$ cat src/rtl/core_mem_port_if.sv
// Bundle between a CPU pipeline, the core_mem_port initiator and one data-memory port.
// The slave modport is the initiator's view; master is the pipeline/memory environment.
interface core_mem_port_if #(
  parameter int unsigned TAM = 16
);
  logic           req_valid;
  logic           req_ready;
  logic           req_we;
  logic [TAM-1:0] req_addr;
  logic [TAM-1:0] req_wdata;

  logic           rsp_valid;
  logic [TAM-1:0] rsp_rdata;
  logic           rsp_err;

  logic [TAM-1:0] mem_addr;
  logic [TAM-1:0] mem_wdata;
  logic           mem_load;
  logic           mem_write;
  logic [TAM-1:0] mem_rdata;

  modport slave (
    input  req_valid, req_we, req_addr, req_wdata, mem_rdata,
    output req_ready, rsp_valid, rsp_rdata, rsp_err,
           mem_addr, mem_wdata, mem_load, mem_write
  );

  modport master (
    output req_valid, req_we, req_addr, req_wdata, mem_rdata,
    input  req_ready, rsp_valid, rsp_rdata, rsp_err,
           mem_addr, mem_wdata, mem_load, mem_write
  );
endinterface

$ cat src/rtl/core_mem_port.sv
// Per-core load/store initiator: queues pipeline requests, strobes one memory access per
// cycle, returns in-order responses and idles after shared-region writes.
module core_mem_port #(
  parameter int unsigned TAM        = 16,
  parameter int unsigned Lmem       = 8,
  parameter int unsigned FIFO_DEPTH = 2,
  parameter int unsigned SHWR_GAP   = 1
) (
  input logic           clk,
  input logic           rst,
  core_mem_port_if.slave bus
);
  localparam int unsigned PW = (FIFO_DEPTH > 1) ? $clog2(FIFO_DEPTH) : 1;
  localparam int unsigned CW = $clog2(FIFO_DEPTH + 1);
  localparam int unsigned GW = $clog2(SHWR_GAP + 1);

  typedef enum logic [1:0] {
    S_IDLE,
    S_ISSUE,
    S_GAP
  } state_e;

  state_e         state_q, state_d;

  logic           fifo_we_q    [FIFO_DEPTH];
  logic [TAM-1:0] fifo_addr_q  [FIFO_DEPTH];
  logic [TAM-1:0] fifo_wdata_q [FIFO_DEPTH];
  logic [PW-1:0]  wr_ptr_q, rd_ptr_q;
  logic [CW-1:0]  count_q, count_d;

  logic [GW-1:0]  gap_q, gap_d;

  logic           cur_we_q,  cur_we_d;
  logic           cur_err_q, cur_err_d;
  logic           cur_sh_q,  cur_sh_d;

  logic [TAM-1:0] mem_addr_q,  mem_addr_d;
  logic [TAM-1:0] mem_wdata_q, mem_wdata_d;
  logic           mem_load_q,  mem_load_d;
  logic           mem_write_q, mem_write_d;

  logic           rsp_valid_q, rsp_valid_d;
  logic           rsp_err_q,   rsp_err_d;
  logic [TAM-1:0] rsp_rdata_q, rsp_rdata_d;

  logic           full, empty, push, pop;
  logic           head_we, head_err, head_sh;
  logic [TAM-1:0] head_addr, head_wdata;

  assign full  = (count_q == CW'(FIFO_DEPTH));
  assign empty = (count_q == '0);
  assign push  = bus.req_valid & ~full;

  assign head_we    = fifo_we_q[rd_ptr_q];
  assign head_addr  = fifo_addr_q[rd_ptr_q];
  assign head_wdata = fifo_wdata_q[rd_ptr_q];
  assign head_err   = ((head_addr >> (Lmem + 1)) != '0);
  assign head_sh    = head_addr[Lmem];

  always_comb begin
    state_d     = state_q;
    gap_d       = gap_q;
    cur_we_d    = cur_we_q;
    cur_err_d   = cur_err_q;
    cur_sh_d    = cur_sh_q;
    mem_addr_d  = mem_addr_q;
    mem_wdata_d = mem_wdata_q;
    mem_load_d  = 1'b0;
    mem_write_d = 1'b0;
    rsp_valid_d = 1'b0;
    rsp_err_d   = 1'b0;
    rsp_rdata_d = '0;
    pop         = 1'b0;

    unique case (state_q)
      S_IDLE: ;
      S_ISSUE: begin
        rsp_valid_d = 1'b1;
        rsp_err_d   = cur_err_q;
        if (!cur_err_q && !cur_we_q) rsp_rdata_d = bus.mem_rdata;
        state_d = S_IDLE;
        if (cur_we_q && cur_sh_q && !cur_err_q) begin
          gap_d   = GW'(SHWR_GAP);
          state_d = S_GAP;
        end
      end
      S_GAP: begin
        gap_d = gap_q - GW'(1);
        if (gap_q <= GW'(1)) state_d = S_IDLE;
      end
      default: state_d = S_IDLE;
    endcase

    // Completion and the next issue share an edge unless a shared write opens a gap.
    if (state_q != S_GAP && state_d != S_GAP && gap_q == '0 && !empty) begin
      pop       = 1'b1;
      state_d   = S_ISSUE;
      cur_we_d  = head_we;
      cur_err_d = head_err;
      cur_sh_d  = head_sh;
      if (!head_err) begin
        mem_addr_d  = head_addr;
        mem_wdata_d = head_wdata;
        mem_write_d = head_we;
        mem_load_d  = ~head_we;
      end
    end
  end

  assign count_d = count_q + CW'(push) - CW'(pop);

  always_ff @(posedge clk or posedge rst) begin
    if (rst) begin
      state_q     <= S_IDLE;
      wr_ptr_q    <= '0;
      rd_ptr_q    <= '0;
      count_q     <= '0;
      gap_q       <= '0;
      cur_we_q    <= 1'b0;
      cur_err_q   <= 1'b0;
      cur_sh_q    <= 1'b0;
      mem_addr_q  <= '0;
      mem_wdata_q <= '0;
      mem_load_q  <= 1'b0;
      mem_write_q <= 1'b0;
      rsp_valid_q <= 1'b0;
      rsp_err_q   <= 1'b0;
      rsp_rdata_q <= '0;
    end else begin
      state_q     <= state_d;
      if (push) wr_ptr_q <= wr_ptr_q + PW'(1);
      if (pop)  rd_ptr_q <= rd_ptr_q + PW'(1);
      count_q     <= count_d;
      gap_q       <= gap_d;
      cur_we_q    <= cur_we_d;
      cur_err_q   <= cur_err_d;
      cur_sh_q    <= cur_sh_d;
      mem_addr_q  <= mem_addr_d;
      mem_wdata_q <= mem_wdata_d;
      mem_load_q  <= mem_load_d;
      mem_write_q <= mem_write_d;
      rsp_valid_q <= rsp_valid_d;
      rsp_err_q   <= rsp_err_d;
      rsp_rdata_q <= rsp_rdata_d;
    end
  end

  always_ff @(posedge clk) begin
    if (push) begin
      fifo_we_q[wr_ptr_q]    <= bus.req_we;
      fifo_addr_q[wr_ptr_q]  <= bus.req_addr;
      fifo_wdata_q[wr_ptr_q] <= bus.req_wdata;
    end
  end

  assign bus.req_ready = ~full;
  assign bus.rsp_valid = rsp_valid_q;
  assign bus.rsp_err   = rsp_err_q;
  assign bus.rsp_rdata = rsp_rdata_q;
  assign bus.mem_addr  = mem_addr_q;
  assign bus.mem_wdata = mem_wdata_q;
  assign bus.mem_load  = mem_load_q;
  assign bus.mem_write = mem_write_q;

  a_strobe_excl: assert property (@(posedge clk) disable iff (rst) !(mem_load_q && mem_write_q));
  a_gap_idle:    assert property (@(posedge clk) disable iff (rst)
                                  (state_q == S_GAP) |-> !(mem_load_q || mem_write_q));
endmodule

$ cat src/flat_wrapper.sv
// flat-port wrapper written by rule: the top's interface ports become plain ports
module core_mem_port_flat 
#(
  parameter int unsigned TAM        = 16,
  parameter int unsigned Lmem       = 8,
  parameter int unsigned FIFO_DEPTH = 2,
  parameter int unsigned SHWR_GAP   = 1
)
  (clk, rst, bus_req_valid, bus_req_we, bus_req_addr, bus_req_wdata, bus_mem_rdata, bus_req_ready, bus_rsp_valid, bus_rsp_rdata, bus_rsp_err, bus_mem_addr, bus_mem_wdata, bus_mem_load, bus_mem_write);
  core_mem_port_if #(.TAM(TAM)) bus_i ();
  input logic clk;
  input logic rst;
  input wire logic [$bits(bus_i.req_valid)-1:0] bus_req_valid;
  input wire logic [$bits(bus_i.req_we)-1:0] bus_req_we;
  input wire logic [$bits(bus_i.req_addr)-1:0] bus_req_addr;
  input wire logic [$bits(bus_i.req_wdata)-1:0] bus_req_wdata;
  input wire logic [$bits(bus_i.mem_rdata)-1:0] bus_mem_rdata;
  output wire logic [$bits(bus_i.req_ready)-1:0] bus_req_ready;
  output wire logic [$bits(bus_i.rsp_valid)-1:0] bus_rsp_valid;
  output wire logic [$bits(bus_i.rsp_rdata)-1:0] bus_rsp_rdata;
  output wire logic [$bits(bus_i.rsp_err)-1:0] bus_rsp_err;
  output wire logic [$bits(bus_i.mem_addr)-1:0] bus_mem_addr;
  output wire logic [$bits(bus_i.mem_wdata)-1:0] bus_mem_wdata;
  output wire logic [$bits(bus_i.mem_load)-1:0] bus_mem_load;
  output wire logic [$bits(bus_i.mem_write)-1:0] bus_mem_write;
  assign bus_i.req_valid = bus_req_valid;
  assign bus_i.req_we = bus_req_we;
  assign bus_i.req_addr = bus_req_addr;
  assign bus_i.req_wdata = bus_req_wdata;
  assign bus_i.mem_rdata = bus_mem_rdata;
  assign bus_req_ready = bus_i.req_ready;
  assign bus_rsp_valid = bus_i.rsp_valid;
  assign bus_rsp_rdata = bus_i.rsp_rdata;
  assign bus_rsp_err = bus_i.rsp_err;
  assign bus_mem_addr = bus_i.mem_addr;
  assign bus_mem_wdata = bus_i.mem_wdata;
  assign bus_mem_load = bus_i.mem_load;
  assign bus_mem_write = bus_i.mem_write;
  core_mem_port #(.TAM(TAM), .Lmem(Lmem), .FIFO_DEPTH(FIFO_DEPTH), .SHWR_GAP(SHWR_GAP)) u_core (.clk(clk), .rst(rst), .bus(bus_i));
endmodule
$ cat config.mk
export PLATFORM = sky130hd
export DESIGN_NAME = core_mem_port_flat
export DESIGN_NICKNAME = d
export VERILOG_FILES = /design/src/rtl/core_mem_port_if.sv /design/src/rtl/core_mem_port.sv /design/src/flat_wrapper.sv
export SDC_FILE = /design/constraint.sdc
export NUM_CORES = 1
export LEC_CHECK = 0
export BUFFER_PORTS_ARGS = -buffer_cell sky130_fd_sc_hd__buf_2
export CORE_ASPECT_RATIO = 1.4
export CORE_MARGIN = 2
export CORE_UTILIZATION = 40
export CTS_BUF_LIST = sky130_fd_sc_hd__clkbuf_2 sky130_fd_sc_hd__clkbuf_4 sky130_fd_sc_hd__clkbuf_8
export CTS_CLUSTER_SIZE = 14
export DETAILED_ROUTE_END_ITERATION = 10
export SETUP_SLACK_MARGIN = 0.15
export SYNTH_ARGS = -nofsm -noshare
export SYNTH_HDL_FRONTEND = slang
export SYNTH_SLANG_ARGS = --single-unit
$ cat constraint.sdc
create_clock -name clk -period 5.49 [get_ports clk]
set_clock_uncertainty 0.15 [all_clocks]
set_input_delay 1.098 -clock clk [delete_from_list [all_inputs] [get_ports clk]]
set_output_delay 1.098 -clock clk [all_outputs]
set_load 0.01 [all_outputs]
==> run metrics <==
Worst Path Required 5.64 ns; Psw about 700 uW; worst hold path type flop to flop; Final #Nets 420; leak pwr about 0.0027 uW; commonest non-fill, non-tap cell in the layout buf_2; cells after synthesis 250; Worst EP arrival between 3 and 4 ns; Tmin final roughly 3 ns; area growth from synthesis to layout 22.4%; CP cell instances nor4b_1 > o22ai_1 > or4b_2 > mux2_4; Setup violations, final 0; num rows 46; CTS Buffer Depth 2; WL final 8090 um; final-report max-slew violation count 0; grt total ovfl 0; Clock Pin Slew Worst Setup and Hold Paths about 0.07 ns; clock power share between 20% and 30%; #FFs+latches synth 128; slowest cell on the critical path or4b_2; R2R cell count 4; postcts setup bufs 0; Avg Synthesized Cell Area around 19 um^2; crit end category flop; Synth area leader edfxtp_1; Area contributors post-synth edfxtp_1 42%, dfrtp_1 33%, mux2_2 7.9%; status completed; synthesized cell area ~4700 um^2; CTS Buf Count 17; Initial Utilization slightly above 40%; Placed Cells roughly 490; Root Driver clkbuf_8; Int Pwr about 2000 uW; vias in the first global route about 2700; Via density around 4.6; Worst setup SP type flop; post-synth top area share 42.3%; Core Box Area 11400 um^2; first-pass GRT wire length roughly 13000 um; Gates resized, CTS repair 0; Clk Latency, worst-skew pair around 0.41 ns; Hold Buf Count CTS 0; RSZ-0062 raised after global routing false; max_cap viols 0; YS warnings 0; Slew Limit Headroom 21.6%; DRT Pass-1 Iters 4; crit path max fanout 35; final core occ 50.4%; Logic pwr share a little over a fifth; syn_nets 304; Hold Path Stages 1; clock sinks 128; initial antenna violation count 1; largest net degree at the start of global routing between 60 and 70; WL/cell 15.4 um; final period utilization between 50% and 60%; DR iter-0 viols around 110; CTS tree yes; H-tree levels 4; critical path class flop to flop; post-synthesis sequential area ratio 75.3%; Fin. Hold Viols 0; Die Y approximately 130 um; most frequent cells in the layout 104 x buf_2, 66 x edfxtp_1, 62 x dfrtp_1; Post-DP HPWL 5200 um; remaining antenna violation count after routing 0; VDD IR max about 180 uV; DRC 0; Worst path max stage delay between 1 and 1.5 ns; GPL Wtd Cong 0.660; IO Port Bufs ~100; Final Non-Filler Cells between 500 and 600; Seq pwr share roughly 50%; Yosys cell types 29; hold slack about 0.33 ns; Async SR Flop Fraction 48.4%; Achievable Freq ~330 MHz; Post-synth top flop edfxtp_1; Post-synth EDFFs 66; Setup TNS 0 ns; DR vias approximately 2400; io pins 105; worst slew pin tran roughly 1.2 ns; sw frac approximately a quarter; die area between 10000 and 15000 um^2; proportion of layout cells with a drive suffix above 1 about 52%; die outline width roughly 96 um; global-route usage over all layers between 10% and 20%; Pwr per Cell Area around 470 nW/um^2
## worst paths after layout
path / from / end / slack (ns)
max in group asynchronous: rst / u_core.bus.mem_addr[6] / 3.90
min in group asynchronous: rst / u_core.bus.mem_addr[10] / 0.76
setup / recovery: u_core.rd_ptr_q / u_core.bus.mem_addr[8] / 2.45
setup reg to reg: u_core.rd_ptr_q / u_core.bus.mem_addr[8] / 2.45
hold reg to reg: u_core.bus.mem_addr[15] / u_core.bus.mem_addr[15] / 0.33
hold / removal: u_core.bus.mem_addr[15] / u_core.bus.mem_addr[15] / 0.33
## synthesized netlist by cell type, types with 2 or more instances
master / number
nor2b_1: 4
dfrtp_1: 62
mux2_2: 33
nor3_1: 2
mux2_4: 20
a21oi_1: 2
and2_1: 24
nor3b_1: 2
edfxtp_1: 66
nand2_1: 2
xnor2_1: 3
and3_1: 2
buf_12: 2
ha_1: 2
clkbuf_1: 4
inv_1: 4
nor2_1: 4
## logic make-up (layout without fill, tap and decap cells)
family,count (synthesis),count (layout),synth area share [%]
compound gates,5,5,1.07
xor+xnor,4,4,0.747
fa+ha+maj,2,2,0.534
buf+inv,13,142,1.92
flops,128,128,75.3
mux,53,53,14.3
other cells,0,1,0
simple gates,45,45,6.06
## area by class of cell
cell class                      instances  area, um^2
Inverter                                4        15.0
Tap cell                              144         180
Antenna cell                            1        2.50
Sequential cell                       128        3530
Fill cell                            1009        5660
Multi-Input combinational cell        109        1070
Clock buffer                           25         313
Clock inverter                          7        85.1
Timing Repair Buffer                  106         536
## worst max-delay path: cells and delay by family, from the launching register on
| kind | cells | cell delay [ns] |
|---|---|---|
| AND/OR/NAND/NOR | 2 | 1.42 |
| multiplexers | 1 | 0.46 |
| flip-flops | 1 | 0.76 |
| AO/OA/AOI/OAI | 1 | 0.12 |
## state kept, by name, indices dropped and copies added, names as in the netlist, 2 cells and up
register,count
u_core.fifo_we_q,2
u_core.fifo_wdata_q,32
u_core.fifo_addr_q,32
u_core.count_q,2
u_core.state_q,2
u_core.bus.mem_wdata,16
u_core.bus.rsp_rdata,16
u_core.bus.mem_addr,16
## per-layer routing
metal	up-vias	share of wire [%]	wire [um]	GRT usage, %
met5	-	0	0	0
met4	0	2.0	158	5.56
li1	1133	-	-	-
met2	82	53	4280	23.8
met1	1180	38	3090	14.9
met3	14	7.0	565	6.52
## metrics by stage
step	worst slack (ns)	total power [uW]	cell area (um^2)
3_3_place_gp	2.45	1940	5340
5_1_grt	2.27	2870	5740
6_report	2.45	2710	5740
3_5_place_dp	2.38	1960	5340
4_1_cts	2.38	2760	5740
2_1_floorplan	2.33	1760	4690
## power groups by stage
stage	Clock (uW)	Combinational [uW]	Sequential (uW)
after floorplan	0	396	1360
after global placement	0	577	1360
after detailed placement	0	589	1370
after CTS	823	591	1350
after global routing	863	635	1370
final	793	572	1350
Power figures use the tool's default switching activity.
